File: config.mk
export PLATFORM = sky130hd
export DESIGN_NAME = fetch_stage_flat
export DESIGN_NICKNAME = d
export VERILOG_FILES = /design/src/rtl/fetch_stage_if.sv /design/src/rtl/fetch_stage.sv /design/src/flat_wrapper.sv
export SDC_FILE = /design/constraint.sdc
export NUM_CORES = 1
export LEC_CHECK = 0
export CORE_MARGIN = 5
export CORE_UTILIZATION = 45
export DETAILED_ROUTE_END_ITERATION = 12
export PLACE_DENSITY_LB_ADDON = 0.1
export SYNTH_ARGS = -nofsm -noshare
export SYNTH_HDL_FRONTEND = slang
export SYNTH_SLANG_ARGS = --single-unit
File: constraint.sdc
create_clock -name clk -period 2.8 [get_ports clk]
set_input_delay 0.28 -clock clk [delete_from_list [all_inputs] [get_ports clk]]
set_output_delay 0.28 -clock clk [all_outputs]
set_load 0.05 [all_outputs]
File: src/rtl/fetch_stage_if.sv
`default_nettype none
// ============================================================================
//  Module      : fetch_stage_if
//  Description : Instruction-memory request/acknowledge bus between the
//                fetch stage (master) and instruction memory (slave).
//  Revision    : 1.0 - initial release
// ============================================================================
interface fetch_stage_if #(
  parameter int INSTR_W = 24,
  parameter int PC_W    = 8
);
  logic               mem_req;
  logic [PC_W-1:0]    mem_addr;
  logic               mem_ack;
  logic [INSTR_W-1:0] mem_data;
  logic               mem_err;

  // Fetch side: issues requests, receives the one-cycle response
  modport master (
    output mem_req,
    output mem_addr,
    input  mem_ack,
    input  mem_data,
    input  mem_err
  );

  // Memory side: observes requests, returns data/error with ack
  modport slave (
    input  mem_req,
    input  mem_addr,
    output mem_ack,
    output mem_data,
    output mem_err
  );
endinterface
`default_nettype wire

File: src/rtl/fetch_stage.sv
`default_nettype none
// ============================================================================
//  Module      : fetch_stage
//  Description : Pipeline stage 0. Holds the PC, fetches instruction words
//                over a req/ack bus and presents {valid, err, pc, instr}
//                to psr0. Applies taken-branch redirects from later stages.
//  Revision    : 1.0 - initial release
// ============================================================================
module fetch_stage #(
  parameter int            INSTR_W  = 24,
  parameter int            PC_W     = 8,
  parameter logic [PC_W-1:0] RESET_PC = '0,
  localparam int           WORD_W   = INSTR_W + PC_W + 2
) (
  input  wire logic              clk,
  input  wire logic              clr,
  input  wire logic              en,
  input  wire logic              adv,
  input  wire logic              br_taken,
  input  wire logic [PC_W-1:0]   br_target,
  fetch_stage_if.master          mem,
  output logic                   f_valid,
  output logic [WORD_W-1:0]      f_word
);

  typedef enum logic [2:0] {
    S_FETCH = 3'd0,
    S_WAIT  = 3'd1,
    S_DRAIN = 3'd2,
    S_VALID = 3'd3,
    S_HALT  = 3'd4
  } state_t;

  state_t              r_state;
  logic [PC_W-1:0]     r_pc;
  logic                r_mem_req;
  logic [PC_W-1:0]     r_mem_addr;
  logic                r_f_valid;
  logic [WORD_W-1:0]   r_f_word;

  assign mem.mem_req  = r_mem_req;
  assign mem.mem_addr = r_mem_addr;
  assign f_valid      = r_f_valid;
  assign f_word       = r_f_word;

  // Fetch sequencer: PC, memory request and presented word all update here
  always_ff @(posedge clk) begin
    if (clr) begin
      r_state    <= S_FETCH;
      r_pc       <= RESET_PC;
      r_mem_req  <= 1'b0;
      r_mem_addr <= '0;
      r_f_valid  <= 1'b0;
      r_f_word   <= '0;
    end else begin
      case (r_state)
        S_FETCH: begin
          // A redirect wins over starting a request; the request for the
          // new target goes out on the following cycle.
          if (br_taken) begin
            r_pc <= br_target;
          end else if (en) begin
            r_mem_req  <= 1'b1;
            r_mem_addr <= r_pc;
            r_state    <= S_WAIT;
          end
        end

        S_WAIT: begin
          if (mem.mem_ack) begin
            r_mem_req <= 1'b0;
            if (br_taken) begin
              // Returned word belongs to the wrong path: discard it.
              r_pc    <= br_target;
              r_state <= S_FETCH;
            end else begin
              r_f_word  <= {1'b1, mem.mem_err, r_pc, mem.mem_data};
              r_f_valid <= 1'b1;
              r_pc      <= r_pc + PC_W'(1);
              r_state   <= mem.mem_err ? S_HALT : S_VALID;
            end
          end else if (br_taken) begin
            // Bus transaction must still complete with a stable address.
            r_pc    <= br_target;
            r_state <= S_DRAIN;
          end
        end

        S_DRAIN: begin
          // Newest redirect target wins while the stale access drains.
          if (br_taken) begin
            r_pc <= br_target;
          end
          if (mem.mem_ack) begin
            r_mem_req <= 1'b0;
            r_state   <= S_FETCH;
          end
        end

        S_VALID: begin
          // Accepted by psr0 or squashed by a redirect: either way the word
          // leaves; a simultaneous adv+redirect counts as accepted.
          if (adv || br_taken) begin
            r_f_valid <= 1'b0;
            r_f_word  <= '0;
            r_state   <= S_FETCH;
            if (br_taken) begin
              r_pc <= br_target;
            end
          end
        end

        S_HALT: begin
          // Only a redirect (or clr) restarts fetching after a bus error.
          if (br_taken) begin
            r_f_valid <= 1'b0;
            r_f_word  <= '0;
            r_pc      <= br_target;
            r_state   <= S_FETCH;
          end else if (adv && r_f_valid) begin
            r_f_valid <= 1'b0;
            r_f_word  <= '0;
          end
        end

        default: begin
          r_state <= S_FETCH;
        end
      endcase
    end
  end

endmodule
`default_nettype wire
File: src/flat_wrapper.sv
// flat-port wrapper written by rule: the top's interface ports become plain ports
module fetch_stage_flat 
#(
  parameter int            INSTR_W  = 24,
  parameter int            PC_W     = 8,
  parameter logic [PC_W-1:0] RESET_PC = '0,
  localparam int           WORD_W   = INSTR_W + PC_W + 2
)
  (clk, clr, en, adv, br_taken, br_target, f_valid, f_word, mem_mem_req, mem_mem_addr, mem_mem_ack, mem_mem_data, mem_mem_err);
  fetch_stage_if #(.INSTR_W(INSTR_W), .PC_W(PC_W)) mem_i ();
  input  wire logic clk;
  input  wire logic clr;
  input  wire logic en;
  input  wire logic adv;
  input  wire logic br_taken;
  input  wire logic [PC_W-1:0] br_target;
  output logic f_valid;
  output logic [WORD_W-1:0] f_word;
  output wire logic [$bits(mem_i.mem_req)-1:0] mem_mem_req;
  output wire logic [$bits(mem_i.mem_addr)-1:0] mem_mem_addr;
  input wire logic [$bits(mem_i.mem_ack)-1:0] mem_mem_ack;
  input wire logic [$bits(mem_i.mem_data)-1:0] mem_mem_data;
  input wire logic [$bits(mem_i.mem_err)-1:0] mem_mem_err;
  assign mem_mem_req = mem_i.mem_req;
  assign mem_mem_addr = mem_i.mem_addr;
  assign mem_i.mem_ack = mem_mem_ack;
  assign mem_i.mem_data = mem_mem_data;
  assign mem_i.mem_err = mem_mem_err;
  fetch_stage #(.INSTR_W(INSTR_W), .PC_W(PC_W), .RESET_PC(RESET_PC)) u_core (.clk(clk), .clr(clr), .en(en), .adv(adv), .br_taken(br_taken), .br_target(br_target), .mem(mem_i), .f_valid(f_valid), .f_word(f_word));
endmodule
Word-level counts from Yosys, hierarchy flattened
Cells that the tools add are included.
{"block": "word_totals", "register_bits": 55, "in_bits": 39, "mem_bits_ro": 0, "out_inout_bits": 44, "memories": 0, "elab_cells": 66, "mem_bits_rw": 0, "latchBits": 0}
{"block": "classes", "bitwise_logic": 1, "magnitude_cmp": 0, "mux": 31, "n_eq_ne": 14, "addsub": 1, "reduce_logical": 13, "n_div": 0, "shifts": 0, "n_mul": 0}
{"operator": "$mux 34", "count": 5}
{"operator": "$pmux 34 s3", "count": 1}
{"operator": "$mux 8", "count": 4}
{"operator": "$mux 3", "count": 9}
{"operator": "$pmux 8 s3", "count": 1}
{"operator": "$pmux 3 s5", "count": 1}
{"operator": "$ne 2x2->1 const B", "count": 6}
{"operator": "$add 8x1->8 const B", "count": 1}
{"operator": "$mux 1", "count": 8}
{"operator": "$eq 3x2->1 const B", "count": 2}
{"operator": "$reduce_and 6->1", "count": 1}
{"operator": "$reduce_bool 3->1", "count": 2}
{"operator": "$reduce_and 5->1", "count": 1}
{"operator": "$ne 2x1->1 const B", "count": 2}
{"operator": "$reduce_and 4->1", "count": 1}
{"operator": "$eq 3x1->1 const B", "count": 1}
{"operator": "$eq 3x3->1 const B", "count": 1}
{"operator": "$logic_not 3->1", "count": 1}
{"operator": "$ne 3x2->1 const B", "count": 1}
{"operator": "$ne 3x3->1 const B", "count": 1}
{"operator": "$pmux 1 s3", "count": 1}
{"operator": "$reduce_and 3->1", "count": 1}
{"operator": "$reduce_or 3->1", "count": 1}
{"operator": "$pmux 1 s2", "count": 1}
{"operator": "other kinds (6)", "count": 6}

Depth between registers and ports, before layout
Gate-level depths: netlist (run 1).
{"block": "depth", "word_depth": 4, "ltp_mapped": 7, "ltp_nobuf": 5}

Worst setup path before layout (run 1)
No wires, ideal clock.
{"block": "synth_path", "path_kind": "register to register", "from": "register u_core.r_f_valid (netlist: u_core.f_valid)", "to": "register u_core.r_f_word[0] (netlist: u_core.f_word[0])", "path_stages_with_launch": 7, "slack_ns": 0.997, "setup_ns": 0.117, "synth_period_minus_slack_ns": 1.803, "required_ns": 2.683, "arrival_time_ns": 1.687, "path_buffers": 2, "path_cell_list": "dfxtp_1 a21oi_1 or3_1 o311a_1 buf_2 buf_2 a22o_1"}
{"block": "synth_between", "elab_chain_cells": 3}
{"item": "start, declared", "line": "fetch_stage.sv:38", "source": "logic r_f_valid;"}
{"item": "start signal, assigned", "line": "fetch_stage.sv:53", "source": "r_f_valid <= 1'b0;"}
{"item": "start signal, assigned", "line": "fetch_stage.sv:78", "source": "r_f_valid <= 1'b1;"}
{"item": "start signal, assigned", "line": "fetch_stage.sv:104", "source": "r_f_valid <= 1'b0;"}
{"item": "$logic_and 1x1->1", "line": "fetch_stage.sv:120", "source": "end else if (adv && r_f_valid) begin"}
{"item": "$ne 3x2->1 (no source line)"}
{"item": "$reduce_and 5->1 (no source line)"}
{"item": "end signal, assigned", "line": "fetch_stage.sv:77", "source": "r_f_word <= {1'b1, mem.mem_err, r_pc, mem.mem_data};"}
{"item": "end, declared", "line": "fetch_stage.sv:39", "source": "logic [WORD_W-1:0] r_f_word;"}
Every way passes these cells.
A chain may end at the register's enable or synchronous reset.

Worst setup path after layout (run 1)
{"block": "layout_path", "from": "register u_core.r_state[0]", "to": "register u_core.r_pc[7]"}
{"block": "layout_between", "elab_chain_cells": 4, "elab_cells_between_ends": 10, "cone_classes": "5 x eq/ne; 1 x mux; 4 x reduce/logical"}
{"item": "start, declared", "line": "fetch_stage.sv:34", "source": "state_t r_state;"}
{"item": "start signal, assigned", "line": "fetch_stage.sv:80", "source": "r_state <= mem.mem_err ? S_HALT : S_VALID;"}
{"item": "$eq 3x2->1, or another cell as far along", "line": "fetch_stage.sv:56", "source": "case (r_state)"}
{"item": "$reduce_or 3->1 (no source line)"}
{"item": "$reduce_bool 3->1 (no source line)"}
{"item": "$reduce_and 2->1 (no source line)"}
{"item": "end signal, assigned", "line": "fetch_stage.sv:61", "source": "r_pc <= br_target;"}
{"item": "end signal, assigned", "line": "fetch_stage.sv:74", "source": "r_pc <= br_target;"}
{"item": "end signal, assigned", "line": "fetch_stage.sv:79", "source": "r_pc <= r_pc + PC_W'(1);"}
{"item": "end, declared", "line": "fetch_stage.sv:35", "source": "logic [PC_W-1:0] r_pc;"}
Several ways; a longest one is shown, not always the timed one.

==> results.txt, run 1 <==
The run finished with clean final reports. The routability-driven placement congestion ratio is 0.875. Setup violations remaining at the end of the flow were counted as 0. The worst reg-to-reg setup slack is 900 ps.

The number of violations of the max-capacitance limit is 0. The required time of the worst setup path came out at 3030 ps. The H-tree level count is 2. The number of buffers inserted to repair setup after CTS is 0. Setup total negative slack on the finished layout was measured at 0 ps. By startpoint and endpoint, the worst setup path is classified as reg -> reg. The worst setup path is launched from a flop. The count of fill cells added during filler insertion came out at 366. The quantity of hold-fixing buffers added after cts is 0. The buffer and inverter count on the worst path came out at 0. The via count of the first global-routing pass is 1733. The number of inserted diodes came out at 0. In the finished design, the share of the clock period the worst path needs comes to 67.7%. The number of max-slew violations in the final report came out at 0. During placement, the flow inserted port buffers numbering 82. The delay of the slowest critical-path stage came out at 600 ps. In the global route stage, overall resource usage came out at 17.5%. The number of routed nets with antenna violations is 0.

Ranked by total cell area, the synthesized netlist is headed by sky130_fd_sc_hd__dfxtp_1 (50%), sky130_fd_sc_hd__a22o_1 (13%), sky130_fd_sc_hd__mux2i_1 (4.7%), sky130_fd_sc_hd__buf_2 (2.6%), sky130_fd_sc_hd__nor2_1 (2.5%). The synthesized instance count came out at 211. The final-report hold violation count was 0.

Dividing total power by cell area gives a power density of 505 nW/um^2. The wire length reported by the detailed router is 5.38 mm. The height of the die is 79.0 um.

The number of cells after detailed placement is 332. The layout net count is 325. The worst reg2reg path depth is 4. The initial antenna violation count came out at 0.

83 I/O pins were placed. The time the worst path needs with I/O delays and setup came out at 1900 ps. The post-synth net total is 251. The core footprint is 4660 um^2. Hold timing on the final database bottoms out at a slack of 480 ps. The number of cells upsized or downsized after cts is 0. The floorplan step defined a die boundary enclosing 6240 um^2. The area growth from synthesis to final layout is 44.0%. The transition at the pin with the smallest max-transition slack is 653 ps.

The cell sitting at the root of the clock tree is a sky130_fd_sc_hd__clkbuf_8. The die extent in x is 79.0 um. The peak supply drop is 0.280 mV. The headroom to the max-slew limit is 56.2%.

The share of the yosys chip area belonging to registers came out at 50.4%. Summed over all cells, the static leakage comes to 1.17 nW. In the routed layout, each cell is associated on average with a via count of 5.68. At the end of the flow the core is filled with cells to 66.2%.

After the first detailed-routing iteration, the DRC count stood at 126. The yosys synthesis warning count came out at 0. The instance count on the critical path came out at 4.

Yosys mapped a number of flops with a built-in enable equal to 0. The setup skew after layout came out at 11.1 ps. The maximum clock insertion buffer count came out at 2. In the routed design, unresolved DRC markers number 0. The maximum number of pins on one net before global-route repair came out at 35. The most common flop cell mapped by yosys is sky130_fd_sc_hd__dfxtp_1. The top achievable clock speed came out at 0.528 GHz. For the worst setup path, the data arrival time is 2120 ps. The clock insertion delay at the later pin of the skew report came out at 310 ps. The layout cell share with drive strength beyond 1 came out at 6.29%. On the critical path the largest part of the delay comes from flip-flops. The total clock buffers created by CTS is 5. The standard cell with the maximum stage delay on the critical path is sky130_fd_sc_hd__dfxtp_1. The number of register bits inferred by synthesis came out at 54. The synthesized design spends more area on one cell type than any other, namely sky130_fd_sc_hd__dfxtp_1. The synthesized cell area is 2140 um^2.

Once detailed placement completed, the half-perimeter wirelength came to 3.72 mm. After clock tree synthesis, the clock-pin slew on the worst setup and hold paths is 100 ps. Summed over its instances, the top area cell type makes up 50.4% of the synthesized netlist area.

In this run the mean area of a mapped cell was 10.2 um^2. The cell with the most instances after synthesis is sky130_fd_sc_hd__dfxtp_1. Setup repair after global routing left no endpoint under its margin. The total iterations of the first detailed-routing run came out at 4. The number of cells in the finished layout apart from fillers came out at 340.

The cell depth of the worst min-delay path is 2. The effective utilization at floorplan is 46.0%. TritonCTS built the clock tree. The TritonCTS sink count came out at 54.

The critical path goes through mux2i_1 > or3_1 > o31a_1 > o31ai_2. The share of async-settable or async-resettable flops after synthesis is 0%. The design draws 1.56 mW. The path category of the worst min-delay check is reg -> reg. The highest fanout seen on the critical path is 15.

The site row count came out at 25. For this run the aggregate overflow at the end of global routing stands at 0. The first-pass GRT wire length is 8.75 mm. After synthesis, the most frequently instantiated cells are sky130_fd_sc_hd__dfxtp_1 (54), sky130_fd_sc_hd__a22o_1 (33), sky130_fd_sc_hd__nor2_1 (14). The worst setup path is captured at a flop. The via count came out at 1930. Yosys mapped the design onto 42 distinct sky130hd cell types. The average wire per standard cell is 15.8 um.
## final cells by class
type,instances,area [um^2],share of cell area (%)
inverters,4,15.0,0.486
flip-flops and latches,54,1080,35.0
repair buffers,86,851,27.6
multi-input cells,134,955,30.9
well taps,54,67.6,2.19
clock buffers,5,68.8,2.23
clock inverters,3,48.8,1.58
## layout by cell type (no fill, tap or decap), drive strengths merged, types with 2 or more instances in the layout
cell type,netlist,layout
nand2b,5,5
o21ai,6,6
inv,3,4
a32oi,2,2
buf,13,4
a211oi,3,3
a21oi,10,10
nor3,3,3
o31a,2,2
clkdlybuf4s50,0,82
o31ai,4,4
nor2b,2,2
or3,3,3
nand2,8,8
dfxtp,54,54
nand4,3,3
mux2i,10,10
nand3,6,6
or4,2,2
clkbuf,6,5
nor2,14,14
a22o,33,33
a32o,2,2
## state kept, by name (all words and copies together), names as in the netlist
signal,cells
u_core.mem.mem_req,1
u_core.mem.mem_addr,8
u_core.r_pc,8
u_core.f_word,33
u_core.r_state,3
u_core.f_valid,1
## metrics by stage
step	cell area, um^2	worst slack (ps)
after floorplan	2140	997
after global placement	2970	644
after detailed placement	2970	613
after CTS	3090	938
after global routing	3090	682
final	3090	905
## worst reg2reg max path, stage by stage (launching register included)
cell,delay [ps]
sky130_fd_sc_hd__dfxtp_1,600
sky130_fd_sc_hd__mux2i_1,320
sky130_fd_sc_hd__or3_1,470
sky130_fd_sc_hd__o31a_1,260
sky130_fd_sc_hd__o31ai_2,160
## report_power, final
part           total, mW  switching [mW]  internal, mW
Sequential         0.812          0.0236         0.788
Clock              0.539           0.267         0.273
Combinational      0.206           0.105         0.101
Total               1.56           0.396          1.16
## kinds of logic after synthesis
logic type	share of synthesized area (%)
buffers and inverters	5.02
AOI/OAI and AO/OA	27.2
DFF	50.4
muxes	5.20
xor gates and xnor gates	0.409
and+or+nand+nor	11.2
adders and majority gates	0.584
## layer usage
| metal | vias up | GRT usage (%) | part of all wire (%) | wire length (um) |
|---|---|---|---|---|
| met1 | 907 | 23.4 | 43 | 2340 |
| met5 | - | 0 | 0 | 0 |
| met2 | 74 | 27.0 | 47 | 2510 |
| li1 | 943 | - | - | - |
| met4 | 0 | 4.64 | 0.99 | 53 |
| met3 | 6 | 5.78 | 9.0 | 484 |
## final timing paths
| check | startpoint | end |
|---|---|---|
| min reg2reg | u_core.mem.mem_req$_SDFFE_PP0P_ | u_core.mem.mem_req$_SDFFE_PP0P_ |
| max | u_core.r_state[0]$_SDFFE_PP0P_ | u_core.r_pc[7]$_SDFFE_PP0P_ |
| max reg2reg | u_core.r_state[0]$_SDFFE_PP0P_ | u_core.r_pc[7]$_SDFFE_PP0P_ |
| min | u_core.mem.mem_req$_SDFFE_PP0P_ | u_core.mem.mem_req$_SDFFE_PP0P_ |
(Power assumes the default switching activity.)
==> run 2, diff against run 1 <==
--- a/config.mk
+++ b/config.mk
@@ -6,7 +6,7 @@
 export NUM_CORES = 1
 export LEC_CHECK = 0
 export CORE_MARGIN = 5
-export CORE_UTILIZATION = 45
+export CORE_UTILIZATION = 43
 export DETAILED_ROUTE_END_ITERATION = 12
 export PLACE_DENSITY_LB_ADDON = 0.1
 export SYNTH_ARGS = -nofsm -noshare
==> constraint.sdc (replaced) <==
create_clock -name clk -period 1.9 [get_ports clk]
set_input_delay 0.19 -clock clk [delete_from_list [all_inputs] [get_ports clk]]
set_output_delay 0.19 -clock clk [all_outputs]
set_load 0.05 [all_outputs]
==> results.txt, run 2 (synthesis gave the netlist of run 1 again) <==
The number of max-slew violations in the final report is 0 (unchanged). The worst setup path is launched from a flop. STA classifies the critical path endpoint as a flop.

The first-pass GRT wire length is 8.64 mm (-1.3%). The areal power density over the cells is 720 nW/um^2 (+43%). The clock network power share is 34.6% (about the same).

The total iterations of the first detailed-routing run came out at 4 (unchanged). The placed instance area was 3110 um^2 (+4.7%). The via count is 1917 (-0.67%). The die area is 6500 um^2 (+4.1%). The maximum clock insertion buffer count is 2 (unchanged). The layout net count came out at 338 (+4.0%). The startpoint identified for the worst hold timing path is u_core.f_word[14]$_SDFFE_PP0P_. The cell area after layout came to 3230 um^2 (+4.6%). The arrival time at the worst endpoint came out at 1950 ps (-170 ps). The worst register-to-register path ends at u_core.r_pc[7]$_SDFFE_PP0P_.

The total power consumption of the routed design is 2.33 mW (+49%). The count of fill cells added during filler insertion came to 402 (+9.8%). The final worst setup slack came out at 172 ps (-733 ps). The highest fanout seen on the critical path is 9 (-6). The worst setup path is of the reg -> reg kind. The half-perimeter wire length after detailed placement is 3.97 mm (+6.7%). The transition at the pin with the smallest max-transition slack is 621 ps (-32.8 ps). Leaving out fill and tap cells, the most frequent cells in the layout are sky130_fd_sc_hd__clkdlybuf4s50_1 (82), sky130_fd_sc_hd__dfxtp_1 (54), sky130_fd_sc_hd__a22o_1 (33), sky130_fd_sc_hd__buf_4 (15), sky130_fd_sc_hd__nor2_1 (14). The maximum number of pins on one net before global-route repair is 35 (unchanged).

In this run the worst setup path terminates at u_core.r_pc[7]$_SDFFE_PP0P_. The peak supply drop is 0.425 mV (+52%). The total clock buffers created by CTS was 5 (unchanged). The quantity of hold-fixing buffers added after cts is 0 (unchanged). The part of the total power dissipated in combinational logic came to 14.2% (+0.9 points). The time the worst path needs with I/O delays and setup is 1730 ps (-167 ps). The number of cells after detailed placement came out at 358 (+7.8%). The worst reg-to-reg setup slack is 170 ps (-730 ps). The overall global routing resource usage is 16.8% (-0.65 points). The number of buffers inserted to repair setup after CTS is 0 (unchanged). The clock-pin transition on the worst setup and hold timing paths is 90 ps (about the same). The setup skew after layout is 7.11 ps (-4.00 ps).

The number of violations of the max-capacitance limit was 0 (unchanged). The number of cells upsized or downsized after cts is 0 (unchanged). The core footprint is 4790 um^2 (+2.7%). The flip-flop count of the largest register, all copies and words added came out at 33 (unchanged). The number of buffers inserted by port buffering came to 82 (unchanged). The proportion of power drawn by flip-flops and latches came out at 51.2% (-0.9 points). The most critical setup path has its startpoint at u_core.r_state[2]$_SDFFE_PP0P_. The initial antenna violation count came out at 0 (unchanged). The clock insertion delay at the later pin of the skew report came out at 300 ps (about the same).

The setup TNS after final layout was 0 ps (unchanged). The die extent in x came out at 80.6 um (+2.0%). The initial detailed-routing violation count is 104 (-17%). The effective utilization at floorplan came out at 44.8% (-1.2 points). The via count of the first global-routing pass came out at 1755 (+1.3%). Relative to the synthesized area, the layout overhead comes to 50.7%. The required time of the worst setup path is 2120 ps (-910 ps).

The DRC violations left is 0 (unchanged). The number of inserted diodes is 0 (unchanged). The routability-driven placement congestion ratio came out at 0.832 (-5.0%). The final-report hold violation count came out at 0 (unchanged).

The average wire per standard cell is 14.8 um (-6.6%). The total congestion overflow came out at 0 (unchanged). The wire length reported by the detailed router is 5.41 mm (+0.50%). The height of the die is 80.6 um (+2.0%). The worst reg2reg path depth came out at 4 (unchanged).

The pre-CTS setup slack is 83.7 ps (-530 ps). The clock root buffer is sky130_fd_sc_hd__clkbuf_8. The internal portion of total power is 1.76 mW (+52%). The post-route core utilization was 67.5% (+1.2 points). The post-detailed-route via-to-cell ratio came to 5.24 (-7.7%). The post-route clock period utilization came out at 91.0% (+23 points).

The site row count came to 25 (unchanged). The number of routed nets with antenna violations came out at 0 (unchanged). The switching part of the total power came out at 24.2% (-1.2 points). The H-tree level count came out at 2 (unchanged). The number of setup violations in the final report is 0 (unchanged). The TritonCTS sink count is 54 (unchanged). The I/O pin count is 83 (unchanged).

The leakage power was 1.25 nW (+6.5%). The worst hold slack after final layout is 476 ps (-3.39 ps). The layout cell share with drive strength beyond 1 is 10.4% (+4.1 points). The number of cells in the finished layout apart from fillers is 366 (+7.6%). In this run the critical register-to-register path is launched from u_core.r_state[2]$_SDFFE_PP0P_. The net switching power is 564 uW (+43%). The flow ran to the end, and the final reports show no timing, DRC or antenna violations.

The headroom to the max-slew limit is 57.4% (+1.3 points). The top achievable clock speed came out at 0.579 GHz (+9.7%). Setup repair after global routing left no endpoint under its margin. TritonCTS built the clock tree. The most common cell after layout, fill and taps aside is sky130_fd_sc_hd__clkdlybuf4s50_1.

The tightest min-delay check is of the reg -> reg type.
[run 2: power groups by stage]
stage | Sequential [mW] | Clock, mW | Combinational [mW]
after global routing | 1.20 | 0.874 | 0.355
after floorplan | 1.26 | 0 | 0.119
final | 1.19 | 0.805 | 0.331
after global placement | 1.22 | 0 | 0.332
after detailed placement | 1.22 | 0 | 0.333
after CTS | 1.19 | 0.827 | 0.334
[run 2: critical path: stages, from the launching register on]
cell and delay, ps:
sky130_fd_sc_hd__dfxtp_1 500, sky130_fd_sc_hd__mux2i_1 290, sky130_fd_sc_hd__or3_1 450, sky130_fd_sc_hd__o31a_1 250, sky130_fd_sc_hd__o31ai_2 160
[run 2: worst min-delay path by stage]
stage,endpoint,slack (ps),cells after the start
finish,u_core.f_word[14]$_SDFFE_PP0P_,480,1
global placement,u_core.f_word[19]$_SDFFE_PP0P_,460,1
global route,u_core.f_word[15]$_SDFFE_PP0P_,470,2
floorplan,u_core.f_word[0]$_SDFFE_PP0P_,320,1
CTS,u_core.f_word[15]$_SDFFE_PP0P_,470,2
detailed placement,u_core.f_word[1]$_SDFFE_PP0P_,450,1
[run 2: final cells by class]
class                   count  area [um^2]  area share (%)
flip-flops and latches     54         1080            33.5
clock buffers               6         82.6            2.56
repair buffers             99          973            30.1
well taps                  67         83.8            2.60
inverters                   4         15.0           0.465
clock inverters             2         38.8            1.20
multi-input cells         134          955            29.6
[run 2: layer usage]
layer  track usage [%]  part of all wire [%]
met5                 0                     0
met4              2.87                  0.35
met3              5.16                   6.5
met2              27.7                    48
met1              21.9                    45
